$ cat config.mk
export PLATFORM = sky130hd
export DESIGN_NAME = sdram_ctrl_if_v2
export DESIGN_NICKNAME = d
export VERILOG_FILES = /design/src/rtl/sdram_ctrl_if_v2.sv
export SDC_FILE = /design/constraint.sdc
export NUM_CORES = 1
export LEC_CHECK = 0
export CORE_MARGIN = 5
export CORE_UTILIZATION = 51
export CTS_BUF_LIST = sky130_fd_sc_hd__clkbuf_8 sky130_fd_sc_hd__clkbuf_16
export DETAILED_ROUTE_END_ITERATION = 10
export PLACE_DENSITY = 0.9
export SLEW_MARGIN = 20
export SYNTH_ARGS = -nofsm -noshare
export SYNTH_HDL_FRONTEND = slang
export SYNTH_SLANG_ARGS = --single-unit
$ cat constraint.sdc
create_clock -name CLK -period 3.5 [get_ports CLK]
set_input_delay 0.35 -clock CLK [delete_from_list [all_inputs] [get_ports CLK]]
set_output_delay 0.35 -clock CLK [all_outputs]
set_load 0.05 [all_outputs]
$ cat src/rtl/sdram_ctrl_if_v2.sv
// rtl/sdram_ctrl_if_v2.sv - SDRAM host command decode, power-up init sequencer and refresh scheduler
module sdram_ctrl_if_v2 #(
    parameter int ASIZE        = 23,
    parameter int INIT_PER     = 24000,
    parameter int INIT_STEP    = 20,
    parameter int INIT_REF_CNT = 8,
    parameter int INIT_HS      = 0,
    parameter int REF_PER      = 1560,
    parameter int REF_MAX_PEND = 8,
    parameter int TW           = 16
) (
    input  logic                              CLK,
    input  logic                              RESET_N,
    input  logic [2:0]                        CMD,
    input  logic [ASIZE-1:0]                  ADDR,
    input  logic                              REF_ACK,
    input  logic                              INIT_ACK,
    input  logic                              CM_ACK,
    output logic                              NOP,
    output logic                              READA,
    output logic                              WRITEA,
    output logic                              PRECHARGE,
    output logic                              LOAD_MODE,
    output logic [ASIZE-1:0]                  SADDR,
    output logic                              CMD_ERR,
    output logic                              CMD_ACK,
    output logic                              INIT_REQ,
    output logic                              INIT_PRECHARGE,
    output logic                              INIT_REFRESH,
    output logic                              INIT_LOAD_MODE,
    output logic                              INIT_DONE,
    output logic                              REF_REQ,
    output logic                              REF_URGENT,
    output logic                              REF_OVF,
    output logic [$clog2(REF_MAX_PEND+1)-1:0] REF_PEND
);
    localparam int PW  = $clog2(REF_MAX_PEND + 1);
    localparam int RCW = $clog2(INIT_REF_CNT + 1);
    localparam logic [TW-1:0]  WAIT_LAST = TW'(INIT_PER - 1);
    localparam logic [TW-1:0]  STEP_LOAD = TW'(INIT_STEP - 1);
    localparam logic [TW-1:0]  REF_LOAD  = TW'(REF_PER - 1);
    localparam logic [RCW-1:0] REF_LAST  = RCW'(INIT_REF_CNT - 1);
    localparam logic [PW-1:0]  PEND_MAX  = PW'(REF_MAX_PEND);
    localparam logic           HS        = (INIT_HS != 0);

    typedef enum logic [2:0] {ST_WAIT, ST_PRE, ST_REF, ST_LMR, ST_FIN, ST_DONE} state_t;

    state_t           state_q, state_d;
    logic [TW-1:0]    timer_q, timer_d;
    logic             hold_q, hold_d;
    logic [RCW-1:0]   rcnt_q, rcnt_d;
    logic             init_req_q, init_req_d;
    logic             init_precharge_q, init_precharge_d;
    logic             init_refresh_q, init_refresh_d;
    logic             init_load_mode_q, init_load_mode_d;
    logic             init_done_q, init_done_d;
    logic [PW-1:0]    pend_q, pend_d;
    logic             ref_req_q, ref_req_d;
    logic             ref_urgent_q, ref_urgent_d;
    logic             ref_ovf_q, ref_ovf_d;
    logic             nop_q, nop_d, reada_q, reada_d, writea_q, writea_d;
    logic             precharge_q, precharge_d, load_mode_q, load_mode_d;
    logic             cmd_err_q, cmd_err_d, cmd_ack_q, cmd_ack_d;
    logic             cm_ack_prev_q, cm_ack_prev_d;
    logic [ASIZE-1:0] saddr_q, saddr_d;
    logic             fire, advance, tick;

    always_comb begin
        nop_d         = 1'b0;
        reada_d       = 1'b0;
        writea_d      = 1'b0;
        precharge_d   = 1'b0;
        load_mode_d   = 1'b0;
        cmd_err_d     = 1'b0;
        saddr_d       = ADDR;
        cm_ack_prev_d = CM_ACK;
        cmd_ack_d     = CM_ACK & ~cm_ack_prev_q;
        // Host commands other than NOP are rejected until the SDRAM is initialised
        case (CMD)
            3'b000:  nop_d = 1'b1;
            3'b001:  if (init_done_q) reada_d     = 1'b1; else cmd_err_d = 1'b1;
            3'b010:  if (init_done_q) writea_d    = 1'b1; else cmd_err_d = 1'b1;
            3'b011:  if (init_done_q) precharge_d = 1'b1; else cmd_err_d = 1'b1;
            3'b100:  if (init_done_q) load_mode_d = 1'b1; else cmd_err_d = 1'b1;
            default: cmd_err_d = 1'b1;
        endcase
    end

    always_comb begin
        state_d          = state_q;
        timer_d          = timer_q;
        hold_d           = hold_q;
        rcnt_d           = rcnt_q;
        init_req_d       = init_req_q;
        init_done_d      = init_done_q;
        init_precharge_d = hold_q & init_precharge_q & ~INIT_ACK;
        init_refresh_d   = hold_q & init_refresh_q & ~INIT_ACK;
        init_load_mode_d = hold_q & init_load_mode_q & ~INIT_ACK;
        pend_d           = pend_q;
        ref_ovf_d        = ref_ovf_q;
        fire             = 1'b0;
        advance          = 1'b0;
        tick             = 1'b0;

        // The init timer is reused as the refresh interval timer once init is done
        case (state_q)
            ST_WAIT: begin
                if (timer_q == WAIT_LAST) begin
                    state_d    = ST_PRE;
                    timer_d    = STEP_LOAD;
                    init_req_d = 1'b0;
                end else begin
                    timer_d = timer_q + 1'b1;
                end
            end
            ST_PRE, ST_REF, ST_LMR: begin
                if (hold_q) begin
                    advance = INIT_ACK;
                end else if (timer_q == '0) begin
                    fire    = 1'b1;
                    advance = !HS;
                end else begin
                    timer_d = timer_q - 1'b1;
                end
            end
            ST_FIN: begin
                if (timer_q == '0) begin
                    state_d     = ST_DONE;
                    init_done_d = 1'b1;
                    timer_d     = REF_LOAD;
                    pend_d      = '0;
                end else begin
                    timer_d = timer_q - 1'b1;
                end
            end
            ST_DONE: begin
                if (timer_q == '0) begin
                    tick    = 1'b1;
                    timer_d = REF_LOAD;
                end else begin
                    timer_d = timer_q - 1'b1;
                end
            end
            default: state_d = ST_WAIT;
        endcase

        if (fire) begin
            hold_d = HS;
            case (state_q)
                ST_PRE:  init_precharge_d = 1'b1;
                ST_REF:  init_refresh_d   = 1'b1;
                ST_LMR:  init_load_mode_d = 1'b1;
                default: ;
            endcase
        end

        // Step complete: either the pulse went out (timed) or it was acknowledged
        if (advance) begin
            hold_d  = 1'b0;
            timer_d = STEP_LOAD;
            case (state_q)
                ST_PRE: begin
                    state_d = ST_REF;
                    rcnt_d  = '0;
                end
                ST_REF: begin
                    if (rcnt_q == REF_LAST) state_d = ST_LMR;
                    else                    rcnt_d  = rcnt_q + 1'b1;
                end
                ST_LMR:  state_d = ST_FIN;
                default: ;
            endcase
        end

        if (state_q == ST_DONE) begin
            if (tick && !REF_ACK) begin
                if (pend_q == PEND_MAX) ref_ovf_d = 1'b1;
                else                    pend_d    = pend_q + 1'b1;
            end else if (!tick && REF_ACK && pend_q != '0) begin
                pend_d = pend_q - 1'b1;
            end
        end

        ref_req_d    = (pend_d != '0);
        ref_urgent_d = (pend_d == PEND_MAX);
    end

    always_ff @(posedge CLK or negedge RESET_N) begin
        if (!RESET_N) begin
            state_q          <= ST_WAIT;
            timer_q          <= '0;
            hold_q           <= 1'b0;
            rcnt_q           <= '0;
            init_req_q       <= 1'b1;
            init_precharge_q <= 1'b0;
            init_refresh_q   <= 1'b0;
            init_load_mode_q <= 1'b0;
            init_done_q      <= 1'b0;
            pend_q           <= '0;
            ref_req_q        <= 1'b0;
            ref_urgent_q     <= 1'b0;
            ref_ovf_q        <= 1'b0;
            nop_q            <= 1'b0;
            reada_q          <= 1'b0;
            writea_q         <= 1'b0;
            precharge_q      <= 1'b0;
            load_mode_q      <= 1'b0;
            cmd_err_q        <= 1'b0;
            cmd_ack_q        <= 1'b0;
            cm_ack_prev_q    <= 1'b0;
            saddr_q          <= '0;
        end else begin
            state_q          <= state_d;
            timer_q          <= timer_d;
            hold_q           <= hold_d;
            rcnt_q           <= rcnt_d;
            init_req_q       <= init_req_d;
            init_precharge_q <= init_precharge_d;
            init_refresh_q   <= init_refresh_d;
            init_load_mode_q <= init_load_mode_d;
            init_done_q      <= init_done_d;
            pend_q           <= pend_d;
            ref_req_q        <= ref_req_d;
            ref_urgent_q     <= ref_urgent_d;
            ref_ovf_q        <= ref_ovf_d;
            nop_q            <= nop_d;
            reada_q          <= reada_d;
            writea_q         <= writea_d;
            precharge_q      <= precharge_d;
            load_mode_q      <= load_mode_d;
            cmd_err_q        <= cmd_err_d;
            cmd_ack_q        <= cmd_ack_d;
            cm_ack_prev_q    <= cm_ack_prev_d;
            saddr_q          <= saddr_d;
        end
    end

    assign NOP            = nop_q;
    assign READA          = reada_q;
    assign WRITEA         = writea_q;
    assign PRECHARGE      = precharge_q;
    assign LOAD_MODE      = load_mode_q;
    assign SADDR          = saddr_q;
    assign CMD_ERR        = cmd_err_q;
    assign CMD_ACK        = cmd_ack_q;
    assign INIT_REQ       = init_req_q;
    assign INIT_PRECHARGE = init_precharge_q;
    assign INIT_REFRESH   = init_refresh_q;
    assign INIT_LOAD_MODE = init_load_mode_q;
    assign INIT_DONE      = init_done_q;
    assign REF_REQ        = ref_req_q;
    assign REF_URGENT     = ref_urgent_q;
    assign REF_OVF        = ref_ovf_q;
    assign REF_PEND       = pend_q;

endmodule

==> impl_results.md <==
- Net count, final: roughly 440
- Worst ir drop on vdd: 0.0002860 V
- Net Count, Synth: 378
- Maximum number of pins on one net before global-route repair: 43
- Avg WL per Cell: 18.12 um
- Startpoint class of the critical path: flip-flop
- Power density over the cells: between 300 and 400 nW/um^2
- Slew Limit Fails: 0
- Run status: finished, violations left
- Std cell rows: 29
- Combined area of all synthesized cells: about 3300 um^2
- Cell with the most instances after synthesis: dfrtp_1
- Tcrit/Tclk final: 82.93%
- Synth top area share: 49.15%
- Top cells by area, synth: dfrtp_1, nor2_1, a21oi_1, nand2_1, nor3_1
- Global-route wire length before repair: approximately 15 mm
- Area after DPL: 4040 um^2
- Initial Util: 52.42%
- Fraction of registers with async set/reset: 100.0%
- Initial antenna violation count: 0
- Syn avg cell area: 9.677 um^2
- Type of the tightest min-delay check: in2async
- Clock Root Buffer: clkbuf_8
- Buffer depth of the longest clock path: 2
- Timing-limited maximum frequency: 344.5 MHz
- CP delay by family, top: simple AND/OR/NAND/NOR gates
- Top-Level Pins: 73
- Portion of the post-synthesis area used by sequential elements: about half
- # hold bufs at CTS: 0
- Antenna cell count: 0
- P&R area growth vs syn: 28.92%
- Critical register-to-register path startpoint: timer_q[10]
- Initial detailed-routing violation count: 342
- Max-cap viol count: 0
- Worst reg2reg path depth: 6
- Ratio of routed vias to standard cells: 6.072
- Number of warning messages in the yosys log: 0
- Combined buffer and inverter count along the critical path: 0
- Resize count post-CTS: 0
- Library cell contributing the largest single delay on the critical path: or4_4
- Worst-case clock skew: roughly 0.01 ns
- Required arrival time at the worst endpoint: 3.70 ns
- Flops & latches, synth: 66
- I/O Buffers: 71
- Highest net fanout along the worst path: 12
- Crit path largest cell delay: 0.49 ns
- Hold Slack: -0.003937 ns
- CP Capture Type: flip-flop
- Number of global-route vias before repair: 2950
- Final count of hold timing violations: 2
- Layout cells sized above 1: a little under 10%
- Die height: 90.56 um
- Cell types with the highest counts after synthesis: dfrtp_1, nor2_1, nand2_1, a21oi_1
- Level count of the clock H-tree: 3
- GP Congestion: approximately 0.92
- CTS tree: yes
- Total core area: about 6300 um^2
- Buffer count from post-CTS setup fixing: 0
- Worst slew margin relative to its limit: 39.76%
- Number of clock sinks: 66
- Synthesized netlist cell count: 342
- Cell accounting for the most synthesized area: dfrtp_1
- Critical path, cell by cell: or3_4 -> or4_4 -> nor2_2 -> a21oi_2 -> o31ai_4 -> or4b_1
- Routed via count: approximately 3.0k
- Final worst path period need: 2.903 ns
- Global-route usage over all layers: 22.31%
- Clock-pin slew on the worst setup and hold paths: 0.08 ns
- Crit path kind: reg2reg
- Library cells used by synthesis: 65
- Number of fill cells: 480
- TritonCTS buffer count: 9
- Clock latency on the worst-skew pair: 0.34 ns
- Final count of negative-setup-slack endpoints: 0
- Post-route cell area: ~4300 um^2
- Floorplan die width: 90.56 um
- Final wirelength: 8.863 mm
- Total iterations of the first detailed-routing run: 6
- Antenna-violating nets left: 0
- Critical Path Stages: 6
- Leakage power summed over all cells: between 1.5 and 2 nW
- HPWL after detailed placement: 6.249 mm
- Die outline area: 8200 um^2
- DRC errors left: 0
- EDFF count, synth: 0
- CP Data Arrival Time: 3.11 ns
- Endpoint of the most critical register-to-register path: REF_REQ
- Reg2reg setup slack: 0.60 ns
- Most used DFF post-synth: dfrtp_1
- Setup repair after global routing missed its margin: false
- Violations in the final reports: negative hold slack
- Measured slew at the worst slew-check pin: a little under 0.9 ns
- Global route total overflow: 0
- Final total negative setup slack: 0 ns
-- worst reg2reg max path: cells and delay by family (launching register included) --
kind            cells  cell delay [ns]
simple gates        4             1.83
flops               1             0.47
compound gates      2             0.48
-- registers in the layout, indices dropped and copies added (netlist names) --
name            cells
timer_q            16
PRECHARGE           1
LOAD_MODE           1
INIT_LOAD_MODE      1
CMD_ACK             1
cm_ack_prev_q       1
INIT_REFRESH        1
NOP                 1
SADDR              23
rcnt_q              4
REF_OVF             1
WRITEA              1
INIT_REQ            1
READA               1
REF_URGENT          1
REF_REQ             1
state_q             3
CMD_ERR             1
REF_PEND            4
INIT_PRECHARGE      1
INIT_DONE           1
-- layer usage --
metal	GRT usage, %	vias up	wire (um)
met4	7.196	0	193
met3	6.000	23	871
li1	-	1360	-
met2	36.32	174	4195
met5	0	-	0
met1	28.80	1412	3602
-- power by group --
group          switching, mW  internal (mW)
clock                  0.308          0.422
sequential           0.00386          0.777
combinational         0.0829         0.0539
total                  0.394           1.25
-- cell type report --
type / count / area, um^2 / area share [%]
clock buffers: 10 / 137.6 / 3.226
flip-flops and latches: 66 / 1653 / 38.74
well taps: 77 / 96.34 / 2.258
repair buffers: 74 / 728.2 / 17.07
multi-input cells: 247 / 1529 / 35.84
inverters: 9 / 33.78 / 0.7918
clock inverters: 6 / 88.84 / 2.082
-- per-stage QoR --
stage / util, % / std cells / total power, mW / worst slack (ns)
finish: 67.58 / 489 / 1.647 / 0.5974
global route: 67.58 / 489 / 1.706 / 0.4129
floorplan: - / 342 / 0.8532 / 1.117
CTS: 67.58 / 489 / 1.658 / 0.5982
global placement: 63.99 / 473 / 0.9316 / 0.7364
detailed placement: 63.99 / 473 / 0.9348 / 0.6310
-- worst max path at each step --
stage | endpoint | from | slack, ns
floorplan | REF_REQ | timer_q[11] | 1.12
global placement | REF_REQ | timer_q[10] | 0.74
detailed placement | REF_REQ | timer_q[10] | 0.63
CTS | REF_REQ | timer_q[10] | 0.60
global route | REF_REQ | timer_q[0] | 0.41
finish | REF_REQ | timer_q[10] | 0.60
-- cell families after synthesis --
| family | synth area share (%) |
|---|---|
| AO/OA/AOI/OAI | 16.64 |
| XOR/XNOR | 2.117 |
| adder cells (fa/ha/maj) | 1.890 |
| buffers and inverters | 3.856 |
| flip-flops | 49.94 |
| multiplexers | 0.6427 |
| AND/OR/NAND/NOR | 24.91 |
-- cells in the final DEF, fill, tap and decap left out, types with 8 or more instances in the layout --
cell / instances
nor3_1: 18
nand3_1: 13
a21oi_1: 23
o21ai_0: 18
inv_1: 8
dfrtp_1: 65
nor2_1: 31
clkbuf_8: 10
clkdlybuf4s50_1: 70
and3_1: 11
nand2_1: 29
(Power assumes the default switching activity.)
